### config.mk
export PLATFORM = sky130hd
export DESIGN_NAME = rfile_wb_arb
export DESIGN_NICKNAME = d
export VERILOG_FILES = /design/src/rtl/rfile_pkg.sv /design/src/rtl/rfile_rr_pick.sv /design/src/rtl/rfile_wb_arb.sv
export SDC_FILE = /design/constraint.sdc
export NUM_CORES = 1
export LEC_CHECK = 0
export CAP_MARGIN = 5
export CORE_AREA = 2 2 209 211
export CTS_CLUSTER_DIAMETER = 80
export DETAILED_ROUTE_END_ITERATION = 10
export DIE_AREA = 0 0 211 213
export HOLD_SLACK_MARGIN = 0.06
export PLACE_DENSITY = 0.75
export SETUP_SLACK_MARGIN = 0.1
export SLEW_MARGIN = 20
export SYNTH_ARGS = -nofsm -noshare
export SYNTH_HDL_FRONTEND = slang
export SYNTH_SLANG_ARGS = --single-unit
### constraint.sdc
create_clock -name clk -period 24.5 [get_ports clk]
set_input_delay 6.125 -clock clk [delete_from_list [all_inputs] [get_ports clk]]
set_output_delay 6.125 -clock clk [all_outputs]
set_load 0.03 [all_outputs]
### src/rtl/rfile_pkg.sv
// rfile_pkg: shared widths, size encodings, request struct and lane-position normalisation.
package rfile_pkg;
  localparam int XLEN_DEF = 64;
  localparam int XWDT_DEF = 6;
  localparam logic [1:0] SZ_B = 2'b00;
  localparam logic [1:0] SZ_H = 2'b01;
  localparam logic [1:0] SZ_W = 2'b10;
  localparam logic [1:0] SZ_D = 2'b11;
  typedef struct packed {
    logic [XWDT_DEF-1:0] rnum;
    logic [XLEN_DEF-1:0] data;
    logic [1:0]          size;
    logic [2:0]          pos;
  } wreq_t;
  // Position bits beyond the number of lanes of the given size are cleared.
  function automatic logic [2:0] norm_pos(input logic [1:0] size, input logic [2:0] pos);
    case (size)
      SZ_B: return pos;
      SZ_H: return {1'b0, pos[1:0]};
      SZ_W: return {2'b0, pos[0]};
      SZ_D: return 3'b0;
    endcase
  endfunction
endpackage

### src/rtl/rfile_rr_pick.sv
// rfile_rr_pick: rotating-priority scan granting up to NPORT requesters with distinct destination registers.
module rfile_rr_pick #(
  parameter int NREQ  = 4,
  parameter int NPORT = 3,
  parameter int XWDT  = 6,
  parameter int IW    = 2
) (
  input  logic [NREQ-1:0]           valid,
  input  logic [NREQ-1:0][XWDT-1:0] regs,
  input  logic [IW-1:0]             ptr,
  input  logic                      en,
  output logic [NPORT-1:0][IW-1:0]  idx,
  output logic [NPORT-1:0]          pvalid,
  output logic [NREQ-1:0]           grant,
  output logic [IW-1:0]             last
);
  logic [IW-1:0] r;
  logic          hit;
  logic          take;
  int            n;
  always_comb begin
    idx    = '0;
    pvalid = '0;
    grant  = '0;
    last   = ptr;
    r      = '0;
    hit    = 1'b0;
    take   = 1'b0;
    n      = 0;
    for (int s = 0; s < NREQ; s++) begin
      r   = IW'((int'(ptr) + s) % NREQ);
      hit = 1'b0;
      for (int p = 0; p < NPORT; p++)
        hit = hit | (pvalid[p] && regs[idx[p]] == regs[r]);
      take = en && valid[r] && n < NPORT && !hit;
      for (int p = 0; p < NPORT; p++)
        if (take && p == n) begin
          idx[p]    = r;
          pvalid[p] = 1'b1;
        end
      if (take) begin
        grant[r] = 1'b1;
        last     = r;
        n        = n + 1;
      end
    end
  end
endmodule

### src/rtl/rfile_wb_arb.sv
// rfile_wb_arb: round-robin writeback arbiter packing granted requests onto registered register-file write ports.
module rfile_wb_arb
  import rfile_pkg::*;
#(
  parameter int XLEN  = XLEN_DEF,
  parameter int XWDT  = XWDT_DEF,
  parameter int NREQ  = 4,
  parameter int NPORT = 3
) (
  input  logic                       clk,
  input  logic                       rst,
  input  logic                       stall,
  input  logic [NREQ-1:0]            req_valid,
  output logic [NREQ-1:0]            req_ready,
  input  logic [NREQ-1:0][XWDT-1:0]  req_reg,
  input  logic [NREQ-1:0][XLEN-1:0]  req_data,
  input  logic [NREQ-1:0][1:0]       req_size,
  input  logic [NREQ-1:0][2:0]       req_pos,
  output logic [NPORT-1:0][XWDT-1:0] rwrites,
  output logic [NPORT-1:0][XLEN-1:0] rins,
  output logic [NPORT-1:0][1:0]      rwsizes,
  output logic [NPORT-1:0][2:0]      rwposs,
  output logic                       we,
  output logic                       busy
);
  localparam int IW = NREQ > 1 ? $clog2(NREQ) : 1;
  logic [IW-1:0]            rr_ptr;
  logic [IW-1:0]            last;
  logic [NPORT-1:0][IW-1:0] idx;
  logic [NPORT-1:0][IW-1:0] sel;
  logic [NPORT-1:0]         pvalid;
  logic [NREQ-1:0]          grant;
  rfile_rr_pick #(.NREQ(NREQ), .NPORT(NPORT), .XWDT(XWDT), .IW(IW)) u_pick (
    .valid  (req_valid),
    .regs   (req_reg),
    .ptr    (rr_ptr),
    .en     (!stall && !rst),
    .idx    (idx),
    .pvalid (pvalid),
    .grant  (grant),
    .last   (last)
  );
  assign req_ready = grant;
  assign busy      = !rst && |(req_valid & ~grant);
  // Empty ports replay port 0 so the shared enable writes the same value twice.
  always_comb
    for (int p = 0; p < NPORT; p++)
      sel[p] = pvalid[p] ? idx[p] : idx[0];
  always_ff @(posedge clk or posedge rst)
    if (rst) begin
      we      <= 1'b0;
      rr_ptr  <= '0;
      rwrites <= '0;
      rins    <= '0;
      rwsizes <= '0;
      rwposs  <= '0;
    end else begin
      we <= |grant;
      if (|grant) begin
        rr_ptr <= last == IW'(NREQ - 1) ? '0 : last + 1'b1;
        for (int p = 0; p < NPORT; p++) begin
          rwrites[p] <= req_reg[sel[p]];
          rins[p]    <= req_data[sel[p]];
          rwsizes[p] <= req_size[sel[p]];
          rwposs[p]  <= norm_pos(req_size[sel[p]], req_pos[sel[p]]);
        end
      end
    end
endmodule

# Word level (Yosys, flattened, before mapping)
# Cells that the tools add are included.
[word_totals]
ff_bits = 228
latchBits = 0
mem_bits_rw = 0
mem_bits_ro = 0
input_bits = 307
out_inout_bits = 231
word_cells = 213
mem_count = 0
[classes]
addsub = 6
n_mul = 0
div_mod_pow = 0
n_lt_le_gt_ge = 21
n_eq_ne = 23
n_shift = 0
n_mux = 95
bitwise = 9
reduce_logical = 45
[op_table]
columns = ["operator", "count"]
rows = [
  ["64-bit binary-select mux with 2-bit select", 3],
  ["64-bit two-way mux", 3],
  ["6-bit binary-select mux with 2-bit select", 13],
  ["2-bit by 32-bit equality test with 1-bit output (first input constant)", 3],
  ["3-bit by 32-bit equality test with 1-bit output (first input constant)", 3],
  ["32-bit zero test", 3],
  ["32-bit by 3-bit < comparator with 1-bit output (second input constant)", 3],
  ["6-bit two-way mux", 13],
  ["32-bit by 2-bit adder with 32-bit output (second input constant)", 2],
  ["32-bit two-way mux", 2],
  ["6-bit equality test", 7],
  ["2-bit by 3-bit < comparator with 1-bit output (second input constant)", 14],
  ["2-bit two-way mux", 19],
  ["3-bit one-hot mux with 4 select lines", 3],
  ["1-bit logical AND", 32],
  ["3-bit binary-select mux with 2-bit select", 3],
  ["1-bit two-way mux", 18],
  ["4-bit two-way mux", 4],
  ["2-bit equality test (second input constant)", 7],
  ["2-bit binary-select mux with 2-bit select", 3],
  ["4-bit OR", 3],
  ["3-bit two-way mux", 3],
  ["1-bit binary-select mux with 2-bit select", 4],
  ["1-bit demux with 2-bit select", 4],
  ["other kinds (10)", 27],
]

# Depth between registers and ports, before layout
[depth]
depth_word = 37
mapped_depth = 37
depth_no_buf = 27

# Hierarchy
# A second synthesis with hierarchy kept.
[hier_totals]
cells_unflattened = 1685
area_unflattened_um2 = 17426.7
[by_module_without_submodules]
columns = ["module", "instances", "cells_each", "area_per_inst_um2"]
rows = [
  ["rfile_wb_arb", 1, 1256, 14078.5],
  ["rfile_rr_pick", 1, 429, 3348.2],
]

# Least setup slack after synthesis
# Ideal clock, no wire load.
[synth_path]
kind = "input-to-output"
start = "input stall"
end = "output busy"
t_arrival_ns = 12.416
setup_slack_ns = 5.959
path_stages = 28
cell_sequence = "nor2_1 -> nand3_1 -> clkbuf_1 -> a221oi_1 -> a21oi_1 -> xor2_1 -> nor4_1 -> a41oi_1 -> ha_1 -> and2_1 -> clkbuf_1 -> a211oi_1 -> o21a_1 -> nor4_1 -> and3_1 -> buf_4 -> a21oi_4 -> mux2i_1 -> a221o_1 -> a211oi_1 -> or4b_1 -> o211a_1 -> o211ai_2 -> a21oi_1 -> a221o_1 -> inv_1 -> a22oi_1 -> a21oi_1"
[synth_via]
elab_chain_cells = 35
[synth_lines]
columns = ["element", "line", "source"]
rows = [
  ["start, declared", "rfile_wb_arb.sv:12", "input logic stall,"],
  ["1-bit zero test (*)", "rfile_wb_arb.sv:37", ".en (!stall && !rst),"],
  ["1-bit logical AND (*)", "rfile_wb_arb.sv:37", ""],
  ["branches (longest 28 deep; another with 32-bit by 3-bit < comparator with 1-bit output)", "--", ""],
  ["4-bit two-way mux (*)", "rfile_rr_pick.sv:41", "if (take) begin"],
  ["net req_ready[1]", "rfile_wb_arb.sv:14", "output logic [NREQ-1:0] req_ready,"],
  ["4-bit inverter (*)", "rfile_wb_arb.sv:44", "assign busy = !rst && |(req_valid & ~grant);"],
  ["4-bit AND (*)", "rfile_wb_arb.sv:44", ""],
  ["4-bit OR reduction (*)", "rfile_wb_arb.sv:44", ""],
  ["1-bit logical AND (*)", "rfile_wb_arb.sv:44", ""],
  ["end, declared", "rfile_wb_arb.sv:24", "output logic busy"],
]
# Mark *: on every way through the listed nets, which the timed path passes. The select of a mux whose other input is x is not followed.

# Final worst setup path
[layout_path]
start = "input rst"
end = "output busy"
[layout_via]
elab_chain_cells = 35
[layout_lines]
columns = ["element", "line", "source"]
rows = [
  ["start, declared", "rfile_wb_arb.sv:11", "input logic rst,"],
  ["1-bit zero test (no line) (*)", "--", ""],
  ["branches (longest 33 deep; another with 32-bit by 3-bit < comparator with 1-bit output)", "--", ""],
  ["1-bit logical AND (*)", "rfile_wb_arb.sv:44", ""],
]
# Mark *: on every way between the ends. The select of a mux whose other input is x is not followed.

==> out/results.md <==
| Quantity | This run |
|:---|:---|
| Outcome | complete, no violations |
| Type of destination of the critical path | primary output |
| Gr ovfl total | 0 |
| Type of the most critical hold path | register to register |
| Hold path startpoint | rins[27] |
| Headroom to the max-slew limit | 26.3% |
| Die Wd | 211 um |
| Power per Cell Area | 163 nW/um^2 |
| Number of synthesized flops with an enable pin | 0 |
| Logic gate share of total power | 73.1% |
| Placement Rows | 76 |
| Starting Density | 43.8% |
| Post-detailed-route via-to-cell ratio | 6.12 |
| Final slew viol count | 0 |
| Highest achievable clock rate | 0.0451 GHz |
| Number of endpoints failing setup at the final stage | 0 |
| Deepest clock path buffer count | 3 |
| Largest voltage drop on the vdd net | 111 uV |
| Setup TNS after final layout | 0 ps |
| Number of hold violations in the final report | 0 |
| Initial DRC count | 1403 |
| Clock period minus final worst setup slack | 22160 ps |
| Yosys warns | 0 |
| Vias after detailed routing | 17800 |
| Maximum level of the CTS H-tree | 1 |
| CTS Root Cell | sky130_fd_sc_hd__clkbuf_16 |
| Count of unresolved DRC violations after routing | 0 |
| Internal power | 2.03 mW |
| Final-layout worst hold slack | 461 ps |
| Power share of the sequential group | 17.1% |
| Final net count | 2650 |
| Die ar. | 44900 um^2 |
| Placeable Area | 42700 um^2 |
| Maximum number of pins on one net before global-route repair | 151 |
| Overall routing resource usage | 32.5% |
| Synthesized netlist net count | 2230 |
| Residual antenna-violating net count after detailed routing | 0 |
| Mean instance size in the synthesized netlist | 9.76 um^2 |
| Leakage power | 10.5 nW |
| HPWL after detailed placement | 53.9 mm |
| Number of buffers inserted by port buffering | 537 |
| Critical R2R Capture | rwposs[8] |
| Unrepaired setup endpoints after global routing | false |
| Arrival time reported for the critical path endpoint | 16030 ps |
| Initial antenna violation count | 15 |
| FFs w/ async S/R, synth | 100% |
| Wire length reported by the detailed router | 76.0 mm |
| Skew-Pair Late Insertion Delay | 580 ps |
| Worst clock skew | 12.9 ps |
| Final worst path period share | 90.4% |
| Clock Sinks | 228 |
| Flop2flop setup slack | 12410 ps |
| Worst EP required | 18380 ps |
| Sequential-to-total area share from yosys stat | 30.5% |
| Final RePlAce weighted congestion | 0.962 |
| Synth-to-Final Area Change | 34.1% |
| Clock transition at path regs | 60 ps |
| Type of the worst setup path | input pin to primary output |
| Switching share of power | 50.5% |
| Hold worst-path end | rins[27] |
| Instance count along the most critical hold path | 2 |
| Launching element type of the critical path | input pin |
| Wire length of the first global-routing pass | 111 mm |
| Synth Flop Type | sky130_fd_sc_hd__dfrtp_1 |
| Vias in the first global route | 17900 |
| Critical Path Fanout Max | 26 |
| Clk pwr share | 9.7% |
| Most frequent standard cell in the layout excluding fill and tap cells | sky130_fd_sc_hd__clkdlybuf4s50_1 |
| Switching power | 2.07 mW |
| Netlist area before placement | 18700 um^2 |
| Boundary pin count | 538 |
| Resized Gates After CTS | 0 |
| Reg2Reg Depth | 27 |
| Routed wire length per instance | 26.1 um |
| Source of the worst register-to-register timing path | rr_ptr[0] |
| Detailed-routing iteration count for the pre-antenna-repair pass | 6 |
| Most frequent cells in the layout | 537 x sky130_fd_sc_hd__clkdlybuf4s50_1, 396 x sky130_fd_sc_hd__nand2_1, 319 x sky130_fd_sc_hd__mux2i_1, 227 x sky130_fd_sc_hd__dfrtp_1, 154 x sky130_fd_sc_hd__mux2_2 |
| Synth cell types | 89 |
| Cts bufs inserted | 28 |
| Fraction of layout instances using a drive strength above 1 | 14.6% |
| Height of the die | 213 um |
| TritonCTS clock tree | done |
| Actual slew at the worst max-slew pin | 1100 ps |
| Post-CTS Repair Setup Buffers | 0 |
| Flip-flop and latch count after synthesis | 228 |
| Number of hold buffers added after CTS | 0 |
| Cell count after synthesis | 1917 |
| Max-cap violation count | 0 |
-- per-stage QoR --
step	utilization [%]	instances	power (mW)	setup slack (ps)	area, um^2
global route	58.7	2911	4.35	1790	25100
detailed placement	56.5	2851	3.68	2720	24100
global placement	56.5	2851	3.62	3010	24100
finish	58.7	2913	4.10	2340	25100
floorplan	-	1917	2.80	5960	18700
CTS	58.5	2898	4.09	2660	25000
-- worst max path at each step --
stage	endpoint	slack [ps]	from	cells past startpoint
floorplan	busy	5960	stall	28
global placement	busy	3010	rst	28
detailed placement	busy	2720	rst	28
CTS	busy	2660	rst	28
global route	busy	1790	rst	28
finish	busy	2340	rst	28
-- worst max-delay path, stage by stage --
cell and delay, ps:
sky130_fd_sc_hd__clkdlybuf4s50_1 610, sky130_fd_sc_hd__nor2_1 170, sky130_fd_sc_hd__buf_4 250, sky130_fd_sc_hd__nand3_1 510
sky130_fd_sc_hd__nor2_1 290, sky130_fd_sc_hd__a21oi_1 70, sky130_fd_sc_hd__a21oi_1 210, sky130_fd_sc_hd__xor2_1 160
sky130_fd_sc_hd__nor4_1 60, sky130_fd_sc_hd__a41oi_1 810, sky130_fd_sc_hd__ha_1 710, sky130_fd_sc_hd__nand2b_1 640
sky130_fd_sc_hd__a211oi_1 480, sky130_fd_sc_hd__o21a_1 190, sky130_fd_sc_hd__a2111oi_2 50, sky130_fd_sc_hd__and3_1 320
sky130_fd_sc_hd__nor2_1 190, sky130_fd_sc_hd__a21boi_1 900, sky130_fd_sc_hd__inv_1 250, sky130_fd_sc_hd__fa_1 580
sky130_fd_sc_hd__inv_1 180, sky130_fd_sc_hd__nand4_1 200, sky130_fd_sc_hd__o211ai_2 260, sky130_fd_sc_hd__a21oi_1 200
sky130_fd_sc_hd__a221oi_1 530, sky130_fd_sc_hd__a22oi_1 150, sky130_fd_sc_hd__a21oi_1 200, sky130_fd_sc_hd__clkdlybuf4s50_1 700
-- power by group through the flow --
stage	sequential (mW)	clock (mW)	combinational (mW)
2_1_floorplan	1.05	0	1.75
3_3_place_gp	0.695	0	2.93
3_5_place_dp	0.704	0	2.98
4_1_cts	0.702	0.407	2.98
5_1_grt	0.724	0.421	3.20
6_report	0.703	0.398	3.00
-- cell type report --
cell class	count	area (um^2)
fillers	3668	17600
multi-input cells	1491	12100
flip-flops and latches	228	5710
repair buffers	561	5620
clock buffers	39	792
well taps	546	683
inverters	27	110
clock inverters	8	75.1
diodes	13	32.5
-- kinds of logic (layout without fill, tap and decap cells) --
logic type                 after synthesis  in the layout  share of synthesized area [%]
adders and majority gates                6              6                          0.441
muxes                                  572            572                           38.0
buffers and inverters                  198            635                           5.36
xor gates and xnor gates                22             22                           1.03
other                                    0             13                              0
DFF                                    228            228                           30.5
and+or+nand+nor                        530            530                           12.1
AOI/OAI and AO/OA                      361            361                           12.5
-- state kept, by name, indices dropped and copies added, names as in the netlist --
signal,cells
rins,192
rr_ptr,2
rwposs,9
rwrites,18
rwsizes,6
we,1
-- synth_stat cells (4+ instances only) --
| library cell | count | area [um^2] |
|---|---|---|
| sky130_fd_sc_hd__o211ai_1 | 25 | 188 |
| sky130_fd_sc_hd__o32ai_1 | 4 | 35.0 |
| sky130_fd_sc_hd__a211oi_1 | 20 | 150 |
| sky130_fd_sc_hd__ha_1 | 5 | 62.6 |
| sky130_fd_sc_hd__nor2_1 | 31 | 116 |
| sky130_fd_sc_hd__nor2b_1 | 4 | 25.0 |
| sky130_fd_sc_hd__and3b_1 | 5 | 43.8 |
| sky130_fd_sc_hd__o22ai_1 | 8 | 50.1 |
| sky130_fd_sc_hd__a21oi_1 | 25 | 125 |
| sky130_fd_sc_hd__nand2_1 | 397 | 1490 |
| sky130_fd_sc_hd__dfrtp_1 | 228 | 5710 |
| sky130_fd_sc_hd__clkbuf_1 | 70 | 263 |
| sky130_fd_sc_hd__buf_6 | 12 | 135 |
| sky130_fd_sc_hd__a21o_1 | 4 | 30.0 |
| sky130_fd_sc_hd__nor3_1 | 11 | 55.1 |
| sky130_fd_sc_hd__and3_1 | 9 | 56.3 |
| sky130_fd_sc_hd__a31oi_1 | 10 | 62.6 |
| sky130_fd_sc_hd__and2_1 | 13 | 81.3 |
| sky130_fd_sc_hd__buf_2 | 60 | 300 |
| sky130_fd_sc_hd__nand2b_1 | 4 | 25.0 |
| sky130_fd_sc_hd__a211o_1 | 4 | 35.0 |
| sky130_fd_sc_hd__o211a_1 | 5 | 50.1 |
| sky130_fd_sc_hd__mux2_2 | 154 | 1730 |
| sky130_fd_sc_hd__o21a_1 | 7 | 52.6 |
| sky130_fd_sc_hd__o2111ai_1 | 13 | 114 |
| sky130_fd_sc_hd__a221oi_1 | 4 | 35.0 |
| sky130_fd_sc_hd__xor2_1 | 12 | 105 |
| sky130_fd_sc_hd__nand4_1 | 6 | 37.5 |
| sky130_fd_sc_hd__o21ai_0 | 44 | 220 |
| sky130_fd_sc_hd__mux4_2 | 93 | 2090 |
| sky130_fd_sc_hd__buf_4 | 24 | 180 |
| sky130_fd_sc_hd__a22o_1 | 4 | 35.0 |
| sky130_fd_sc_hd__mux2i_1 | 321 | 3210 |
| sky130_fd_sc_hd__nand3_1 | 27 | 135 |
| sky130_fd_sc_hd__inv_1 | 24 | 90.1 |
| sky130_fd_sc_hd__a21boi_0 | 9 | 67.6 |
| sky130_fd_sc_hd__xnor2_1 | 10 | 87.6 |
| sky130_fd_sc_hd__o21ai_1 | 132 | 661 |
-- metal layers --
layer  GRT usage (%)  wire (um)
met4            18.2       4560
met2            52.0      35400
met5               0         32
met3            9.02       7100
met1            39.6      28900
No activity file was read; power rests on OpenSTA's default activity.
==> RTL edit 1 (same flow settings) <==
`NREQ` is set to 4 in 2 places; all go to 2.
--- a/src/rtl/rfile_rr_pick.sv
+++ b/src/rtl/rfile_rr_pick.sv
@@ -1,5 +1,5 @@
 // rfile_rr_pick: rotating-priority scan granting up to NPORT requesters with distinct destination registers.
 module rfile_rr_pick #(
-  parameter int NREQ  = 4,
+  parameter int NREQ  = 2,
   parameter int NPORT = 3,
   parameter int XWDT  = 6,
--- a/src/rtl/rfile_wb_arb.sv
+++ b/src/rtl/rfile_wb_arb.sv
@@ -5,5 +5,5 @@
   parameter int XLEN  = XLEN_DEF,
   parameter int XWDT  = XWDT_DEF,
-  parameter int NREQ  = 4,
+  parameter int NREQ  = 2,
   parameter int NPORT = 3
 ) (
Interface: changed (6 resized); port bits go from 538 to 384. The function was not compared with the original's and may differ.
==> RTL edit 1 against the original RTL <==
Sequential power is 54% lower; total power is 77% lower; synthesized cell count is 55% lower; combinational power is 88% lower; wire length is 59% lower; sequential cell count is 76 lower; highest routed layer unchanged; setup slack better by 6800 ps; critical path depth is 22 lower; area after synthesis is 58% lower; hold slack better by 47 ps; count of clock-buffer cells in the layout is 22 lower; final cell count is 42% lower; critical path type unchanged; maximum frequency is 44% higher; cell area is 51% lower.
==> RTL edit 1: results (changes against the original RTL) <==
peakVddDrop_uv: 40.1  # -64%
final_nets: 1288  # -51%
clock_skew_ps: 12.7  # -0.218 ps
post_route_cells_drive_above_1_share: 0.0454  # -0.101
cts_root_buffer: "clkbuf_16"
power.switching_uw: 368  # -82%
pre_cts_ws_ps: 9160  # +6440 ps
htreeDepth: 4  # +3
crit_family: "compound AO/OA/AOI/OAI gates"
relSlewSlack: 0.295  # +0.0318
insertion_delay_ps: 440  # -140 ps
reg_top3: "rins: 128 flops, rwrites: 12 flops, rwposs: 6 flops"
clock.fmax_mhz: 65.1  # +44%
path_max_fanout: 76  # +190%
first_pass_iters: 5  # -1
grt_pass1_vias: 7834  # -56%
grt_pass1_wl_mm: 46.1  # -58%
ys_types: 30  # -66%
grtUsageTotal: 0.134  # -0.190
fin_cells: 1692  # -42%
regToRegSetupSlack_ps: 21030  # +8620 ps
num_antenna_cells: 0  # -13
vias_per_cell: 4.60  # -25%
dp.cells: 1660  # -42%
placed_area_um2: 11600  # -52%
cts_buffers: 17  # -39%
port_buffers: 383  # -29%
cp-startpoint: "req_valid[0]"
cts_resized: 0  # unchanged
antenna_found_initial: 1  # -14
synth_common_cells: "dfrtp_1 (152), o21ai_0 (149), nand2_1 (85)"
wl_per_cell_um: 18.5  # -29%
cts.clk_slew.worst_paths_ps: 70
synthArstFlopShare: 1.00  # unchanged
critPathArrivalTime_ps: 9240  # -6790 ps
holdPathStages: 2  # unchanged
r2r_start: "rr_ptr"
worstSetupEndpoint: "req_ready[1]"
nFillCells: 4460  # +22%
r2r_end: "rins[123]"
synthFlopType: "dfrtp_1"
place.gp.congestion: 0.854  # -11%
cellLeakagePower_nw: 5.18  # -51%
yosysSeqAreaShare: 0.482  # +0.177
slowest_stage: "a31o_4"
clk_path_buf_depth: 2  # -1
synth_warnings: 0  # unchanged
drt_iter0_drc: 575  # -59%
grt_max_degree: 89  # -41%
r2r_cells: 7  # -74%
status: "complete, no violations"
post-dp-hpwl_mm: 21.7  # -60%
maxCapViolations: 0  # unchanged
synth_nets: 1025  # -54%
synth.area.top_cells: "dfrtp_1 (48%), o21ai_0 (9.5%), mux2i_1 (9.1%)"
synthCells: 870  # -55%
yosysMostFrequentCell: "dfrtp_1"
-- RTL edit 1: kinds of logic (layout without fill, tap and decap cells) --
group / count (synthesis) / count (layout) / share of synthesized area
buffers and inverters: 153 / 429 / 0.118
xor gates and xnor gates: 6 / 6 / 0.00666
DFF: 152 / 152 / 0.482
muxes: 72 / 72 / 0.0913
and+or+nand+nor: 175 / 175 / 0.0883
AOI/OAI and AO/OA: 312 / 312 / 0.214
-- RTL edit 1: worst reg2reg max path, delay by kind of cell, from the launching register on --
| family | cells | cell delay [ps] |
|---|---|---|
| AND/OR/NAND/NOR | 1 | 230 |
| buffers and inverters | 2 | 610 |
| flip-flops | 1 | 430 |
| AO/OA/AOI/OAI | 4 | 2060 |
-- RTL edit 1: area by class of cell --
class                   instances  area [µm²]  area share
repair buffers                392        3900       0.320
flip-flops and latches        152        3800       0.312
multi-input cells             565        3210       0.263
well taps                     546         683      0.0560
clock buffers                  17         425      0.0349
clock inverters                15         143      0.0117
inverters                       5        26.3     0.00216
-- RTL edit 1: worst min path at each step --
stage / from / slack, ps / to
finish: rins[165] / 510 / rins[165]
CTS: rins[162] / 510 / rins[162]
floorplan: rr_ptr / 670 / rr_ptr
detailed placement: rins[162] / 500 / rins[162]
global placement: rins[162] / 480 / rins[162]
global route: rins[128] / 530 / rins[128]
-- RTL edit 1: through the flow --
step / hold WS, ps / power [mW] / util
2_1_floorplan: 665 / 0.536 / -
3_3_place_gp: 482 / 0.688 / 0.272
3_5_place_dp: 495 / 0.693 / 0.272
4_1_cts: 509 / 0.963 / 0.286
5_1_grt: 530 / 0.996 / 0.286
6_report: 509 / 0.950 / 0.286
-- RTL edit 1: layer usage --
| layer | global-route usage | share of wire |
|---|---|---|
| met3 | 0.0431 | 0.078 |
| met1 | 0.158 | 0.40 |
| met5 | 0 | 0.00042 |
| met4 | 0.0590 | 0.029 |
| met2 | 0.224 | 0.49 |
-- RTL edit 1: power groups by stage --
stage / clock network (mW) / logic [mW] / registers, mW
final: 0.263 / 0.363 / 0.324
after global routing: 0.284 / 0.383 / 0.329
after CTS: 0.273 / 0.366 / 0.324
after detailed placement: 0 / 0.365 / 0.328
after global placement: 0 / 0.361 / 0.326
after floorplan: 0 / 0.133 / 0.403
==> RTL edit 2 (same settings) <==
Without the edit above. Reset style: synchronous (`rst`), changed in one clocked block.
--- a/src/rtl/rfile_wb_arb.sv
+++ b/src/rtl/rfile_wb_arb.sv
@@ -47,5 +47,5 @@
     for (int p = 0; p < NPORT; p++)
       sel[p] = pvalid[p] ? idx[p] : idx[0];
-  always_ff @(posedge clk or posedge rst)
+  always_ff @(posedge clk)
     if (rst) begin
       we      <= 1'b0;
Function: not settled (the Yosys comparison gave no result); the edit may change what the design does.
==> RTL edit 2 against the original RTL <==
Critical path depth increased by 1; area after synthesis down 4.9%; register-to-register slack improved by 400 ps; via count grew 0.63%; first-iteration DRC count is 10% higher; non-clock buffer count unchanged; setup slack better by 1200 ps; largest cell class unchanged; wire length is 6.5% lower; sequential cell count stayed put; total power decreased by 30%; largest power group unchanged; cell area decreased by 3.9%; global-route usage decreased by 2.8 points.
==> RTL edit 2: results (changes against the original RTL) <==
grtUsageTotal: 0.296  # -0.0281
ys_types: 79  # -11%
critPathArrivalTime_ps: 14850  # -1180 ps
drt_iter0_drc: 1548  # +10%
synth-xor-area-share: 0.00984  # -0.000457
slowest_stage: "ha_1"
synthFlopType: "dfxtp_1"
peakVddDrop_uv: 70.3  # -36%
vias: 17900  # +0.63%
cts_buffers: 29  # +3.6%
synthMuxAreaShare: 0.357  # -0.0232
synth_warnings: 0  # unchanged
synthArstFlopShare: 0  # -1.00
cts_root_buffer: "clkbuf_16"
antenna_found_initial: 10  # -5
post-dp-hpwl_mm: 49.0  # -9.0%
status: "complete, no violations"
hp-class: "reg -> reg"
place.gp.congestion: 0.932  # -3.1%
first_pass_iters: 5  # -1
synth_nets: 2287  # +2.6%
synth_common_cells: "nand2_1 (332), mux2i_1 (247), dfxtp_1 (228)"
yosysSeqAreaShare: 0.256  # -0.0485
vias_per_cell: 6.08  # -0.57%
path_max_fanout: 23  # -12%
clock_skew_ps: 25.7  # +12.8 ps
synthCells: 1974  # +3.0%
grt_pass1_wl_mm: 103  # -6.9%
synth.area.top_cells: "dfxtp_1 (26%), mux2i_1 (14%), mux4_2 (12%)"
synth_compound_area_frac: 0.161  # +0.0357
final_nets: 2684  # +1.3%
post_route_cells_drive_above_1_share: 0.143  # -0.00316
relSlewSlack: 0.291  # +0.0281
intPower_mw: 1.52  # -25%
insertion_delay_ps: 570
grt_pass1_vias: 17000  # -4.6%
synth_fa_ha_area_frac: 0.00464  # +0.000226
nFillCells: 3754  # +2.3%
grt_max_degree: 157  # +4.0%
wl_per_cell_um: 24.1  # -7.6%
cellLeakagePower_nw: 9.07  # -14%
cpPeakStageDelay_ps: 770  # -130 ps
## RTL edit 2: changes by cell type in the layout (fill, tap and decap cells not counted), sizes merged, moves of 8 or more
cell,change
a21oi,+145
o21ai,-64
mux2i,-76
dfrtp,-228
o211ai,+62
nand2,-65
and4,+8
a31oi,-8
dfxtp,+228
a21boi,-10
o2111ai,-11
nor3b,+8
nand3b,+76
## RTL edit 2: final cells by class
cell class	count	area [µm²]	area share
inverters	28	110	0.00457
multi-input cells	1523	12200	0.506
clock inverters	9	85.1	0.00353
clock buffers	43	848	0.0352
well taps	546	683	0.0284
repair buffers	561	5590	0.232
diodes	10	25.0	0.00104
flip-flops and latches	228	4570	0.189
## RTL edit 2: final timing paths
| path | slack, ps | endpoint | startpoint | cells past startpoint |
|---|---|---|---|---|
| worst max-delay path | 3530 | busy | stall | 29 |
| worst min-delay path | 450 | rins[105] | rins[105] | 2 |
| worst max register to register | 12810 | rins[163] | rr_ptr[1] | 30 |
| worst min register to register | 450 | rins[105] | rins[105] | 2 |
## RTL edit 2: cells by family after synthesis
logic type               count (synthesis)
AND/OR/NAND/NOR                        542
XOR/XNOR                                20
AO/OA/AOI/OAI                          458
adder cells (fa/ha/maj)                  6
multiplexers                           497
flip-flops                             228
buffers and inverters                  223
## RTL edit 2: layer usage
| layer | vias to the layer above | share of wire | track usage | wire length [µm] |
|---|---|---|---|---|
| met3 | 183 | 0.096 | 0.0753 | 6810 |
| met5 | - | 0.00024 | 0 | 17 |
| met1 | 8688 | 0.39 | 0.362 | 27600 |
| met2 | 920 | 0.46 | 0.487 | 33000 |
| li1 | 8142 | - | - | - |
| met4 | 2 | 0.052 | 0.145 | 3670 |
## RTL edit 2: stage by stage
stage	util	power [mW]	area (µm²)	setup slack, ps
2_1_floorplan	-	1.82	17800	5810
3_3_place_gp	0.541	2.40	23100	3930
3_5_place_dp	0.541	2.43	23100	3770
4_1_cts	0.563	2.86	24000	3740
5_1_grt	0.564	3.00	24100	2920
6_report	0.564	2.86	24100	3530
## RTL edit 2: power by group through the flow
| stage | Clock [mW] | Combinational (mW) | Sequential, mW |
|---|---|---|---|
| 2_1_floorplan | 0 | 0.931 | 0.893 |
| 3_3_place_gp | 0 | 1.79 | 0.606 |
| 3_5_place_dp | 0 | 1.82 | 0.611 |
| 4_1_cts | 0.430 | 1.82 | 0.605 |
| 5_1_grt | 0.443 | 1.94 | 0.622 |
| 6_report | 0.421 | 1.83 | 0.607 |
## RTL edit 2: critical path: cells and delay by family
family,cells,cell delay (ps)
adders and majority gates,2,1310
muxes,1,460
buffers and inverters,5,1780
AOI/OAI and AO/OA,10,2280
and+or+nand+nor,10,2700
xor gates and xnor gates,1,130
